File: src/rtl/digit_scan_if.sv
// digit_scan_if
//   Bundles the load/value input side and the registered display outputs of
//   digit_scan_driver. NUM_DIGITS must match the driver it is connected to.
//   Signals:
//     load        strobe: capture 'value' into the staging register
//     value       packed nibbles, [3:0] = digit 0 (least significant)
//     digit       current nibble for the 7-segment decoder
//     digit_en_n  active-low one-hot digit enable
//     blank       current slot suppressed (leading zero)
//     pending     staged value waiting for the next frame boundary
//     frame_done  one-cycle pulse in the first cycle of a new frame
//   Modports: master (value source / display consumer), slave (driver).
interface digit_scan_if #(
  parameter int NUM_DIGITS = 4
);
  logic                    load;
  logic [4*NUM_DIGITS-1:0] value;
  logic [3:0]              digit;
  logic [NUM_DIGITS-1:0]   digit_en_n;
  logic                    blank;
  logic                    pending;
  logic                    frame_done;

  modport master (
    output load, value,
    input  digit, digit_en_n, blank, pending, frame_done
  );

  modport slave (
    input  load, value,
    output digit, digit_en_n, blank, pending, frame_done
  );
endinterface

File: src/rtl/digit_scan_driver.sv
// digit_scan_driver
//   Time-multiplexed scan driver for a common-anode multi-digit 7-segment
//   display. A prescaler divides clk into digit slots; each slot presents one
//   nibble of the displayed value and pulls the matching enable low, after a
//   short dead time with every enable off to avoid ghosting. Loaded values are
//   staged and only swapped into the displayed register at a frame wrap, so a
//   frame never mixes two values. Leading zeros can optionally be blanked.
//   Ports:
//     clk    system clock, rising edge
//     rst_n  asynchronous active-low reset
//     bus    digit_scan_if.slave (load/value in, display outputs out)
//   Every output is a register whose value corresponds to the current
//   (prescaler, idx) state: it is computed from the next-state values, so the
//   outputs and the scan position change on the same edge.
module digit_scan_driver #(
  parameter int NUM_DIGITS  = 4,
  parameter int REFRESH_DIV = 50000,
  parameter int DEAD_CYCLES = 2,
  parameter bit BLANK_LZ    = 1'b1
) (
  input logic          clk,
  input logic          rst_n,
  digit_scan_if.slave  bus
);

  localparam int CNT_W = (REFRESH_DIV > 1) ? $clog2(REFRESH_DIV) : 1;
  localparam int IDX_W = $clog2(NUM_DIGITS);
  localparam int VAL_W = 4 * NUM_DIGITS;

  localparam logic [CNT_W-1:0] CNT_MAX  = CNT_W'(REFRESH_DIV - 1);
  localparam logic [CNT_W-1:0] DEAD_END = CNT_W'(DEAD_CYCLES);
  localparam logic [IDX_W-1:0] IDX_MAX  = IDX_W'(NUM_DIGITS - 1);

  // Scan position
  logic [CNT_W-1:0] prescaler_q, prescaler_d;
  logic [IDX_W-1:0] idx_q, idx_d;

  // Double-buffered value
  logic [VAL_W-1:0] staged_q, staged_d;
  logic [VAL_W-1:0] shown_q, shown_d;
  logic             pending_q, pending_d;

  // Registered outputs
  logic [3:0]            digit_q, digit_d;
  logic [NUM_DIGITS-1:0] digit_en_n_q, digit_en_n_d;
  logic                  blank_q, blank_d;
  logic                  frame_done_q, frame_done_d;

  logic slot_end;
  logic wrap;
  logic zero_above;

  // Scan counters and the staging/display swap.
  // NOTE: every signal assigned in an always_comb gets a default at the top of
  // the block so no path leaves it unassigned and no latch is inferred.
  always_comb begin
    slot_end    = (prescaler_q == CNT_MAX);
    wrap        = slot_end && (idx_q == IDX_MAX);
    prescaler_d = slot_end ? '0 : prescaler_q + 1'b1;
    idx_d       = idx_q;
    if (slot_end) begin
      idx_d = (idx_q == IDX_MAX) ? '0 : idx_q + 1'b1;
    end

    // The swap always takes the staged contents from before this edge, so a
    // load landing on the wrap edge is held for the following frame.
    shown_d = (wrap && pending_q) ? staged_q : shown_q;

    staged_d  = staged_q;
    pending_d = pending_q;
    if (wrap) begin
      pending_d = 1'b0;
    end
    if (bus.load) begin
      staged_d  = bus.value;
      pending_d = 1'b1;
    end

    frame_done_d = wrap;
  end

  // Output decode from the next state, so outputs are registered yet line up
  // with the scan position they describe.
  always_comb begin
    digit_d = 4'h0;
    for (int i = 0; i < NUM_DIGITS; i++) begin
      if (idx_d == IDX_W'(i)) begin
        digit_d = shown_d[4*i +: 4];
      end
    end

    // Walk from the most significant slot downwards; a slot is a leading zero
    // when it and every slot above it hold 0. Slot 0 is never considered.
    zero_above = 1'b1;
    blank_d    = 1'b0;
    for (int i = NUM_DIGITS - 1; i >= 1; i--) begin
      zero_above = zero_above && (shown_d[4*i +: 4] == 4'h0);
      if (BLANK_LZ && zero_above && (idx_d == IDX_W'(i))) begin
        blank_d = 1'b1;
      end
    end

    digit_en_n_d = '1;
    if ((prescaler_d >= DEAD_END) && !blank_d) begin
      for (int i = 0; i < NUM_DIGITS; i++) begin
        if (idx_d == IDX_W'(i)) begin
          digit_en_n_d[i] = 1'b0;
        end
      end
    end
  end

  // NOTE: sequential state uses non-blocking assignments only, so every flop
  // samples the pre-edge values regardless of statement order.
  // NOTE: the staging and display registers are plain flops and are cleared
  // by reset like the rest of the state; a reset deliberately discards any
  // staged value.
  always_ff @(posedge clk or negedge rst_n) begin
    if (!rst_n) begin
      prescaler_q  <= '0;
      idx_q        <= '0;
      staged_q     <= '0;
      shown_q      <= '0;
      pending_q    <= 1'b0;
      digit_q      <= 4'h0;
      digit_en_n_q <= '1;
      blank_q      <= 1'b0;
      frame_done_q <= 1'b0;
    end else begin
      prescaler_q  <= prescaler_d;
      idx_q        <= idx_d;
      staged_q     <= staged_d;
      shown_q      <= shown_d;
      pending_q    <= pending_d;
      digit_q      <= digit_d;
      digit_en_n_q <= digit_en_n_d;
      blank_q      <= blank_d;
      frame_done_q <= frame_done_d;
    end
  end

  assign bus.digit      = digit_q;
  assign bus.digit_en_n = digit_en_n_q;
  assign bus.blank      = blank_q;
  assign bus.pending    = pending_q;
  assign bus.frame_done = frame_done_q;

endmodule

File: src/flat_wrapper.sv
// flat-port wrapper written by rule: the top's interface ports become plain ports
module digit_scan_driver_flat 
#(
  parameter int NUM_DIGITS  = 4,
  parameter int REFRESH_DIV = 50000,
  parameter int DEAD_CYCLES = 2,
  parameter bit BLANK_LZ    = 1'b1
)
  (clk, rst_n, bus_load, bus_value, bus_digit, bus_digit_en_n, bus_blank, bus_pending, bus_frame_done);
  digit_scan_if #(.NUM_DIGITS(NUM_DIGITS)) bus_i ();
  input logic clk;
  input logic rst_n;
  input wire logic [$bits(bus_i.load)-1:0] bus_load;
  input wire logic [$bits(bus_i.value)-1:0] bus_value;
  output wire logic [$bits(bus_i.digit)-1:0] bus_digit;
  output wire logic [$bits(bus_i.digit_en_n)-1:0] bus_digit_en_n;
  output wire logic [$bits(bus_i.blank)-1:0] bus_blank;
  output wire logic [$bits(bus_i.pending)-1:0] bus_pending;
  output wire logic [$bits(bus_i.frame_done)-1:0] bus_frame_done;
  assign bus_i.load = bus_load;
  assign bus_i.value = bus_value;
  assign bus_digit = bus_i.digit;
  assign bus_digit_en_n = bus_i.digit_en_n;
  assign bus_blank = bus_i.blank;
  assign bus_pending = bus_i.pending;
  assign bus_frame_done = bus_i.frame_done;
  digit_scan_driver #(.NUM_DIGITS(NUM_DIGITS), .REFRESH_DIV(REFRESH_DIV), .DEAD_CYCLES(DEAD_CYCLES), .BLANK_LZ(BLANK_LZ)) u_core (.clk(clk), .rst_n(rst_n), .bus(bus_i));
endmodule
File: config.mk
export PLATFORM = sky130hd
export DESIGN_NAME = digit_scan_driver_flat
export DESIGN_NICKNAME = d
export VERILOG_FILES = /design/src/rtl/digit_scan_if.sv /design/src/rtl/digit_scan_driver.sv /design/src/flat_wrapper.sv
export SDC_FILE = /design/constraint.sdc
export NUM_CORES = 1
export LEC_CHECK = 0
export CORE_AREA = 5 5 102 104
export DETAILED_ROUTE_END_ITERATION = 6
export DIE_AREA = 0 0 107 109
export DONT_BUFFER_PORTS = 1
export HOLD_SLACK_MARGIN = 0.05
export SYNTH_ARGS = -nofsm -noshare
export SYNTH_HDL_FRONTEND = slang
export SYNTH_SLANG_ARGS = --single-unit
File: constraint.sdc
create_clock -name clk -period 4.2 [get_ports clk]
set_clock_uncertainty 0.2 [all_clocks]
set_input_delay 0.42 -clock clk [delete_from_list [all_inputs] [get_ports clk]]
set_output_delay 0.42 -clock clk [all_outputs]
set_load 0.02 [all_outputs]
==> results.md, run 1 <==
* Final setup viols at 0
* GRT overflow at 0
* DIE AREA at about 12000 um^2
* Hold Path Class: reg -> reg
* Pins Over Slew Limit at 0
* Ys async rst share at 100%
* Pin count of the biggest net entering global routing at 62
* Core ar. at 9460 um^2
* DP Worst Slack at between 1 and 1.5 ns
* Total track usage at a little over a tenth
* LEAKAGE at 1.52 nW
* Ant diodes at 0
* Final instance area at about 3300 um^2
* Unrepaired setup endpoints after global routing: no
* Sequential share of the synthesized area at a little under three fifths
* Setup ws final at 1.12 ns
* Power density over the cells at around 400 nW/um^2
* Required @ worst endpoint at 4.26 ns
* Vias/cell at 4.84
* Logic pwr share at 3.7%
* Crit Path Category: reg -> reg
* # DRC at 0
* Nets@finish at 295
* Cell taking the most area after synthesis: dfrtp_1
* Net load switching power at about 270 uW
* Placed Instances at 358
* H-tree depth at 3
* Drt pass-1 iters at 4
* Slew margin rel. at 46.0%
* CTS tree: yes
* Num rows at 36
* Cell Count, Final, Fillers Out at 393
* Max Fanout on Critical Path at 18
* Worst slew pin tran at 0.807 ns
* Post-DP Area at 2860 um^2
* Port bufs at 0
* Max Cap Viol at 0
* Post-Syn Nets at 275
* Vias in the first global route at 1990
* EDFF count, synth at 0
* Synth warn at 0
* Final hold vios at 0
* Top FF cell, synth: dfrtp_1
* Clock Root Buffer: clkbuf_8
* Sequential share of power at 47.3%
* WL final at 5700 um
* Clock share of power at 49.0%
* # Post-CTS Setup Buffers at 0
* Drt wl/cell at 14.5 um
* Fin crit period at 3.08 ns
* Sw frac at 20.9%
* Die height at 109 um
* Mapped Area at 2750 um^2
* Wire length of the first global-routing pass at just under 10000 um
* Placed wire-length estimate at 4050 um
* Int Pwr at 1.03 mW
* Layout cell share with drive strength beyond 1 at 16.1%
* Via Count at 1902
* Hold Buf Count CTS at 19
* Distinct cells, synth at 39
* Initial antenna violation count at 0
* Mean Syn Cell Area at 10.8 um^2
* Area share of the largest cell type after synthesis at 51.8%
* Max IR drop VDD at 0.175 mV
* Crit. End Element: flop
* Initial DRC Count at a little under 100
* #FFs+latches synth at 61
* Status: finished, final reports clean
* Initial Util at 29.1%
* Post-CTS Resized at 0
* Clock slew seen by the registers of the worst setup and hold paths at 0.08 ns
* Area Overhead vs Synth at 20.4%
* Final setup TNS at 0 ns
* Clk buf depth at 2
* Gate Count Post-Synth at 254
* Antenna Violating Nets Remaining at 0
* Clk Latency, worst-skew pair at ~0.34 ns
* Startpoint types: flop
* WP data arrival at 3.13 ns
* Synth top area cells: dfrtp_1, nand2_1, mux2_2
* GPL Wtd Cong at 0.830
* Die width at 107 um
* IO Count at 30
* Max Freq at 325 MHz
* Period utilisation layout at 73.2%
* Clock Sinks at 61
* CTS buffer count at 9
[metrics by stage]
stage          utilization, %  hold WS [ns]  power [mW]
3_3_place_gp             30.3       -0.0712       0.643
5_1_grt                  35.1         0.297        1.35
6_report                 35.1         0.274        1.30
3_5_place_dp             30.3       -0.0709       0.644
2_1_floorplan               -       -0.0756       0.641
4_1_cts                  35.1         0.277        1.32
[per-layer routing]
layer	global-route usage (%)	routed length [um]
met5	0	0
met4	5.48	85
met3	3.02	251
met2	15.9	2610
met1	14.8	2750
[cell families (layout without fill, tap and decap cells)]
logic type / after synthesis / count (layout) / synth area share, %
AO/OA/AOI/OAI: 22 / 22 / 6.22
flip-flops: 61 / 61 / 55.6
AND/OR/NAND/NOR: 114 / 114 / 20.5
multiplexers: 23 / 23 / 9.09
adder cells (fa/ha/maj): 2 / 2 / 0.909
XOR/XNOR: 17 / 17 / 5.41
buffers and inverters: 15 / 40 / 2.23
[Yosys cell counts, types with 4 or more instances]
| library cell | count |
|---|---|
| nand2_1 | 58 |
| dfrtp_1 | 57 |
| clkbuf_1 | 7 |
| nor2_1 | 14 |
| xnor2_1 | 8 |
| mux2_2 | 16 |
| nor4_1 | 7 |
| buf_2 | 4 |
| nand3_1 | 10 |
| dfstp_2 | 4 |
| o21ai_0 | 5 |
| mux2i_1 | 7 |
| o211ai_1 | 8 |
| nand4_1 | 5 |
| nor3_1 | 5 |
| xor2_1 | 9 |
[power groups by stage]
| stage | clock, mW | combinational, mW | sequential (mW) |
|---|---|---|---|
| CTS | 0.650 | 0.0504 | 0.614 |
| detailed placement | 0 | 0.0185 | 0.626 |
| finish | 0.637 | 0.0485 | 0.614 |
| global route | 0.676 | 0.0546 | 0.617 |
| floorplan | 0 | 0.0196 | 0.621 |
| global placement | 0 | 0.0177 | 0.625 |
[flip-flops by register name, summed over array words and instances (netlist names)]
signal                 cells
u_core.bus.blank           1
u_core.bus.digit           4
u_core.prescaler_q        16
u_core.bus.frame_done      1
u_core.bus.digit_en_n      4
u_core.shown_q            16
u_core.idx_q               2
u_core.staged_q           16
u_core.bus.pending         1
[cells in the final DEF (no fill, tap or decap), types with 2 or more instances in the layout]
cell type | Yosys | final
a21oi_1 | 2 | 2
a31oi_1 | 2 | 2
and2_1 | 2 | 2
and4_1 | 2 | 2
buf_4 | 0 | 2
bufinv_16 | 0 | 3
clkbuf_8 | 0 | 9
clkinv_4 | 0 | 3
dfrtp_1 | 57 | 57
dfstp_2 | 4 | 4
dlygate4sd3_1 | 0 | 18
ha_1 | 2 | 2
inv_1 | 2 | 2
mux2_2 | 16 | 16
mux2i_1 | 7 | 7
nand2_1 | 58 | 58
nand3_1 | 10 | 10
nand4_1 | 5 | 5
nor2_1 | 14 | 14
nor3_1 | 5 | 5
nor4_1 | 7 | 7
o211ai_1 | 8 | 8
o21ai_0 | 5 | 5
or3_1 | 2 | 2
xnor2_1 | 8 | 8
xor2_1 | 9 | 9
[worst max-delay path, cell delays in order, from the launching register on]
cell      delay [ns]
dfrtp_1         0.48
or4bb_1         0.58
nor4_4          0.44
and3_1          0.63
o211ai_1        0.23
and2_1          0.27
o211ai_2        0.17
[area by class of cell]
cell class / count / area [um^2]
flip-flops and latches: 61 / 1530
inverters: 3 / 11.3
fillers: 929 / 6140
multi-input cells: 178 / 1160
repair buffers: 21 / 223
clock inverters: 7 / 124
well taps: 114 / 143
clock buffers: 9 / 124
[final timing paths]
kind                                             startpoint                            endpoint  slack, ns  cells past startpoint
min                         u_core.prescaler_q[0]$_DFF_PN0_     u_core.prescaler_q[0]$_DFF_PN0_       0.27                      1
max reg2reg                u_core.prescaler_q[12]$_DFF_PN0_  u_core.bus.digit_en_n[3]$_DFF_PN1_       1.12                      6
min in group asynchronous                             rst_n     u_core.prescaler_q[0]$_DFF_PN0_       0.41                      2
max                        u_core.prescaler_q[12]$_DFF_PN0_  u_core.bus.digit_en_n[3]$_DFF_PN1_       1.12                      6
min reg2reg                 u_core.prescaler_q[0]$_DFF_PN0_     u_core.prescaler_q[0]$_DFF_PN0_       0.27                      1
max in group asynchronous                             rst_n  u_core.bus.digit_en_n[3]$_DFF_PN1_       3.08                      2
Power figures use the tool's default switching activity.
==> run 2, diff against run 1 <==
--- a/config.mk
+++ b/config.mk
@@ -5,9 +5,10 @@
 export SDC_FILE = /design/constraint.sdc
 export NUM_CORES = 1
 export LEC_CHECK = 0
-export CORE_AREA = 5 5 102 104
+export ABC_AREA = 1
+export CORE_AREA = 5 5 105 107
 export DETAILED_ROUTE_END_ITERATION = 6
-export DIE_AREA = 0 0 107 109
+export DIE_AREA = 0 0 110 112
 export DONT_BUFFER_PORTS = 1
 export HOLD_SLACK_MARGIN = 0.05
 export SYNTH_ARGS = -nofsm -noshare
==> constraint.sdc (replaced) <==
create_clock -name clk -period 2.93 [get_ports clk]
set_clock_uncertainty 0.2 [all_clocks]
set_input_delay 0.293 -clock clk [delete_from_list [all_inputs] [get_ports clk]]
set_output_delay 0.293 -clock clk [all_outputs]
set_load 0.02 [all_outputs]
==> results.md, run 2 <==
* Setup ws final at 0.722 ns (-0.402 ns)
* Gate Count Post-Synth at 374 (+47%)
* Pins Over Slew Limit at 0 (unchanged)
* Drt pass-1 iters at 5 (+1)
* Slew margin rel. at 55.5% (+9.4 points)
* Vias in the first global route at 2429 (+22%)
* Flop2flop setup slack at 0.72 ns (-0.40 ns)
* Initial antenna violation count at 0 (unchanged)
* Synth warn at 0 (unchanged)
* Die height at 112 um (+2.8%)
* Antenna Violating Nets Remaining at 0 (unchanged)
* Crit-path cells: ha_1, nand3_2, nor3_2, nand2_1, nand2_1, nand2_1, nor2_1, inv_1, nand2_1, nand2_2, nand2_1
* Ant diodes at 0 (unchanged)
* Period utilisation layout at 75.4% (+2.1 points)
* Clock Sinks at 61 (unchanged)
* # DRC at 0 (unchanged)
* EDFF count, synth at 0 (unchanged)
* Worst path max stage delay at 0.37 ns (-0.26 ns)
* GRT overflow at 0 (unchanged)
* Mapped Area at 2920 um^2 (+6.0%)
* CTS buffer count at 9 (unchanged)
* Initial DRC Count at 92 (-6.1%)
* Layout cell share with drive strength beyond 1 at 11.9% (-4.2 points)
* Critical-path top delay cell: dfrtp_1
* Area Overhead vs Synth at 19.9%
* Count leader, synth: nand2_1
* Fin crit period at 2.21 ns (-0.868 ns)
* Unrepaired setup endpoints after global routing: no
* Max Cap Viol at 0 (unchanged)
* Drt wl/cell at 12.6 um (-13%)
* Biggest regs: u_core.prescaler_q: 16 flops, u_core.shown_q: 16 flops, u_core.staged_q: 16 flops
* Clock slew seen by the registers of the worst setup and hold paths at 0.07 ns (about the same)
* Via Count at 2376 (+25%)
* Post-Syn Nets at 395 (+44%)
* Num rows at 37 (+2.8%)
* Initial Util at 29.1% (-0.044 points)
* Area share of the largest cell type after synthesis at 48.8% (-3.0 points)
* Wire length of the first global-routing pass at 11700 um (+18%)
* Commonest non-fill, non-tap cell in the layout: nand2_1
* Pin count of the biggest net entering global routing at 62 (unchanged)
* Clk Latency, worst-skew pair at 0.35 ns (about the same)
* WHS Path Cells at 1 (unchanged)
* Distinct cells, synth at 26 (-33%)
* Die width at 110 um (+2.8%)
* WL final at 6790 um (+19%)
* Power density over the cells at 509 nW/um^2 (+30%)
* Startpoint types: flop
* Total track usage at 12.2% (+1.3 points)
* Synth top area cells: dfrtp_1, nand2_1, inv_1
* Final hold vios at 0 (unchanged)
* WHS Endpoint: u_core.prescaler_q[0]$_DFF_PN0_
* Crit. End Element: flop
* LEAKAGE at 1.74 nW (+14%)
* Clock Root Buffer: clkbuf_8
* R2R Path Start: u_core.prescaler_q[0]$_DFF_PN0_
* WP data arrival at 2.28 ns (-0.85 ns)
* RR Endpoint: u_core.bus.blank$_DFF_PN0_
* Required @ worst endpoint at 3.00 ns (-1.26 ns)
* Max Fanout on Critical Path at 6 (-12)
* Final setup viols at 0 (unchanged)
* Final setup TNS at 0 ns (unchanged)
* CTS tree: yes
* Ys async rst share at 100% (unchanged)
* H-tree depth at 3 (unchanged)
* Crit Path Category: reg -> reg
* Most frequent cells in the layout: nand2_1, dfrtp_1, inv_1
* #FFs+latches synth at 61 (unchanged)
* HP Start: u_core.prescaler_q[0]$_DFF_PN0_
* Max Freq at 453 MHz (+39%)
* Sequential share of the synthesized area at 52.4% (-3.2 points)
* DP Worst Slack at 0.745 ns (-0.367 ns)
* DIE AREA at 12300 um^2 (+5.6%)
* Vias/cell at 4.40 (-9.1%)
* GPL Wtd Cong at 0.905 (+9.1%)
* Most common cell on crit path: nand2_1
* IO Count at 30 (unchanged)
* Top cells by count, synth: nand2_1, dfrtp_1, inv_1, nor2_1
* Core ar. at 10000 um^2 (+6.2%)
* Worst slew pin tran at 0.666 ns (-0.141 ns)
* Register-to-Register Path Depth at 11 (+5)
* Post-CTS Resized at 0 (unchanged)
* Hold Path Class: reg -> reg
* Max IR drop VDD at 0.194 mV (+11%)
* Cell taking the most area after synthesis: dfrtp_1
* Port bufs at 0 (unchanged)
* Status: finished, final reports clean
* Nets@finish at 420 (+42%)
* Mean Syn Cell Area at 7.81 um^2 (-28%)
* Clk buf depth at 2 (unchanged)
* Top FF cell, synth: dfrtp_1
* Placed wire-length estimate at 4920 um (+21%)
==> run 2: cell types whose count changed after synthesis, sizes merged, moves of 3 or more <==
cell,change
mux2,-16
o211ai,-9
nand3,+10
xnor2,-8
or3,-3
xor2,-9
nor4,-8
mux2i,-7
o21ai,+13
nand4,+16
nand2,+84
inv,+47
nor2,+31
==> run 2: power breakdown <==
part	total, mW	internal (mW)	switching [mW]
Combinational	0.0674	0.0293	0.0381
Clock	0.843	0.483	0.360
Sequential	0.870	0.861	0.00892
==> run 2: kinds of logic (layout without fill, tap and decap cells) <==
kind of cell / Yosys count / count (layout) / share of synthesized area [%]
compound gates: 20 / 20 / 3.81
buf+inv: 58 / 88 / 7.88
fa+ha+maj: 2 / 2 / 0.857
simple gates: 233 / 233 / 35.0
flops: 61 / 61 / 52.4
==> run 2: worst max path at each step <==
stage / startpoint / cells after the start / end
floorplan: u_core.prescaler_q[0]$_DFF_PN0_ / 13 / u_core.bus.blank$_DFF_PN0_
global placement: u_core.idx_q[0]$_DFF_PN0_ / 10 / u_core.bus.blank$_DFF_PN0_
detailed placement: u_core.idx_q[0]$_DFF_PN0_ / 10 / u_core.bus.digit_en_n[3]$_DFF_PN1_
CTS: u_core.idx_q[0]$_DFF_PN0_ / 10 / u_core.bus.digit_en_n[3]$_DFF_PN1_
global route: u_core.prescaler_q[0]$_DFF_PN0_ / 11 / u_core.bus.digit_en_n[3]$_DFF_PN1_
finish: u_core.prescaler_q[0]$_DFF_PN0_ / 11 / u_core.bus.blank$_DFF_PN0_
==> run 2: cell type report <==
cell class              instances  area (um^2)
repair buffers                 22          230
clock buffers                   9          124
clock inverters                 7         98.8
well taps                     136          170
fillers                      1081         6550
inverters                      50          188
flip-flops and latches         61         1530
multi-input cells             255         1160
==> run 2: critical path, delay by kind of cell, from the launching register on <==
family        cells  cell delay [ns]
fa+ha+maj         1             0.22
flops             1             0.37
simple gates      9             1.29
buf+inv           1             0.07
==> run 2: routing by layer <==
| layer | vias to the layer above | part of all wire (%) | track usage (%) |
|---|---|---|---|
| li1 | 1225 | - | - |
| met1 | 1081 | 45 | 15.0 |
| met2 | 53 | 49 | 19.5 |
| met3 | 17 | 3.9 | 3.65 |
| met4 | 0 | 2.4 | 5.15 |
| met5 | - | 0 | 0 |
==> run 2: repair_timing <==
action / in CTS / in global routing
hold buffers: 19 / 0
endpoints found under the hold margin: 78 / 0
buffers inserted: 0 / 0
endpoints found under the setup margin: 0 / 0
==> run 2: through the flow <==
step	hold slack (ns)	util [%]	area, um^2	instances	total power [mW]
after floorplan	-0.203	-	2920	374	0.907
after global placement	-0.200	30.6	3070	505	0.910
after detailed placement	-0.200	30.6	3070	505	0.911
after CTS	0.265	34.8	3500	540	1.81
after global routing	0.272	34.8	3500	540	1.86
final	0.258	34.8	3500	540	1.78
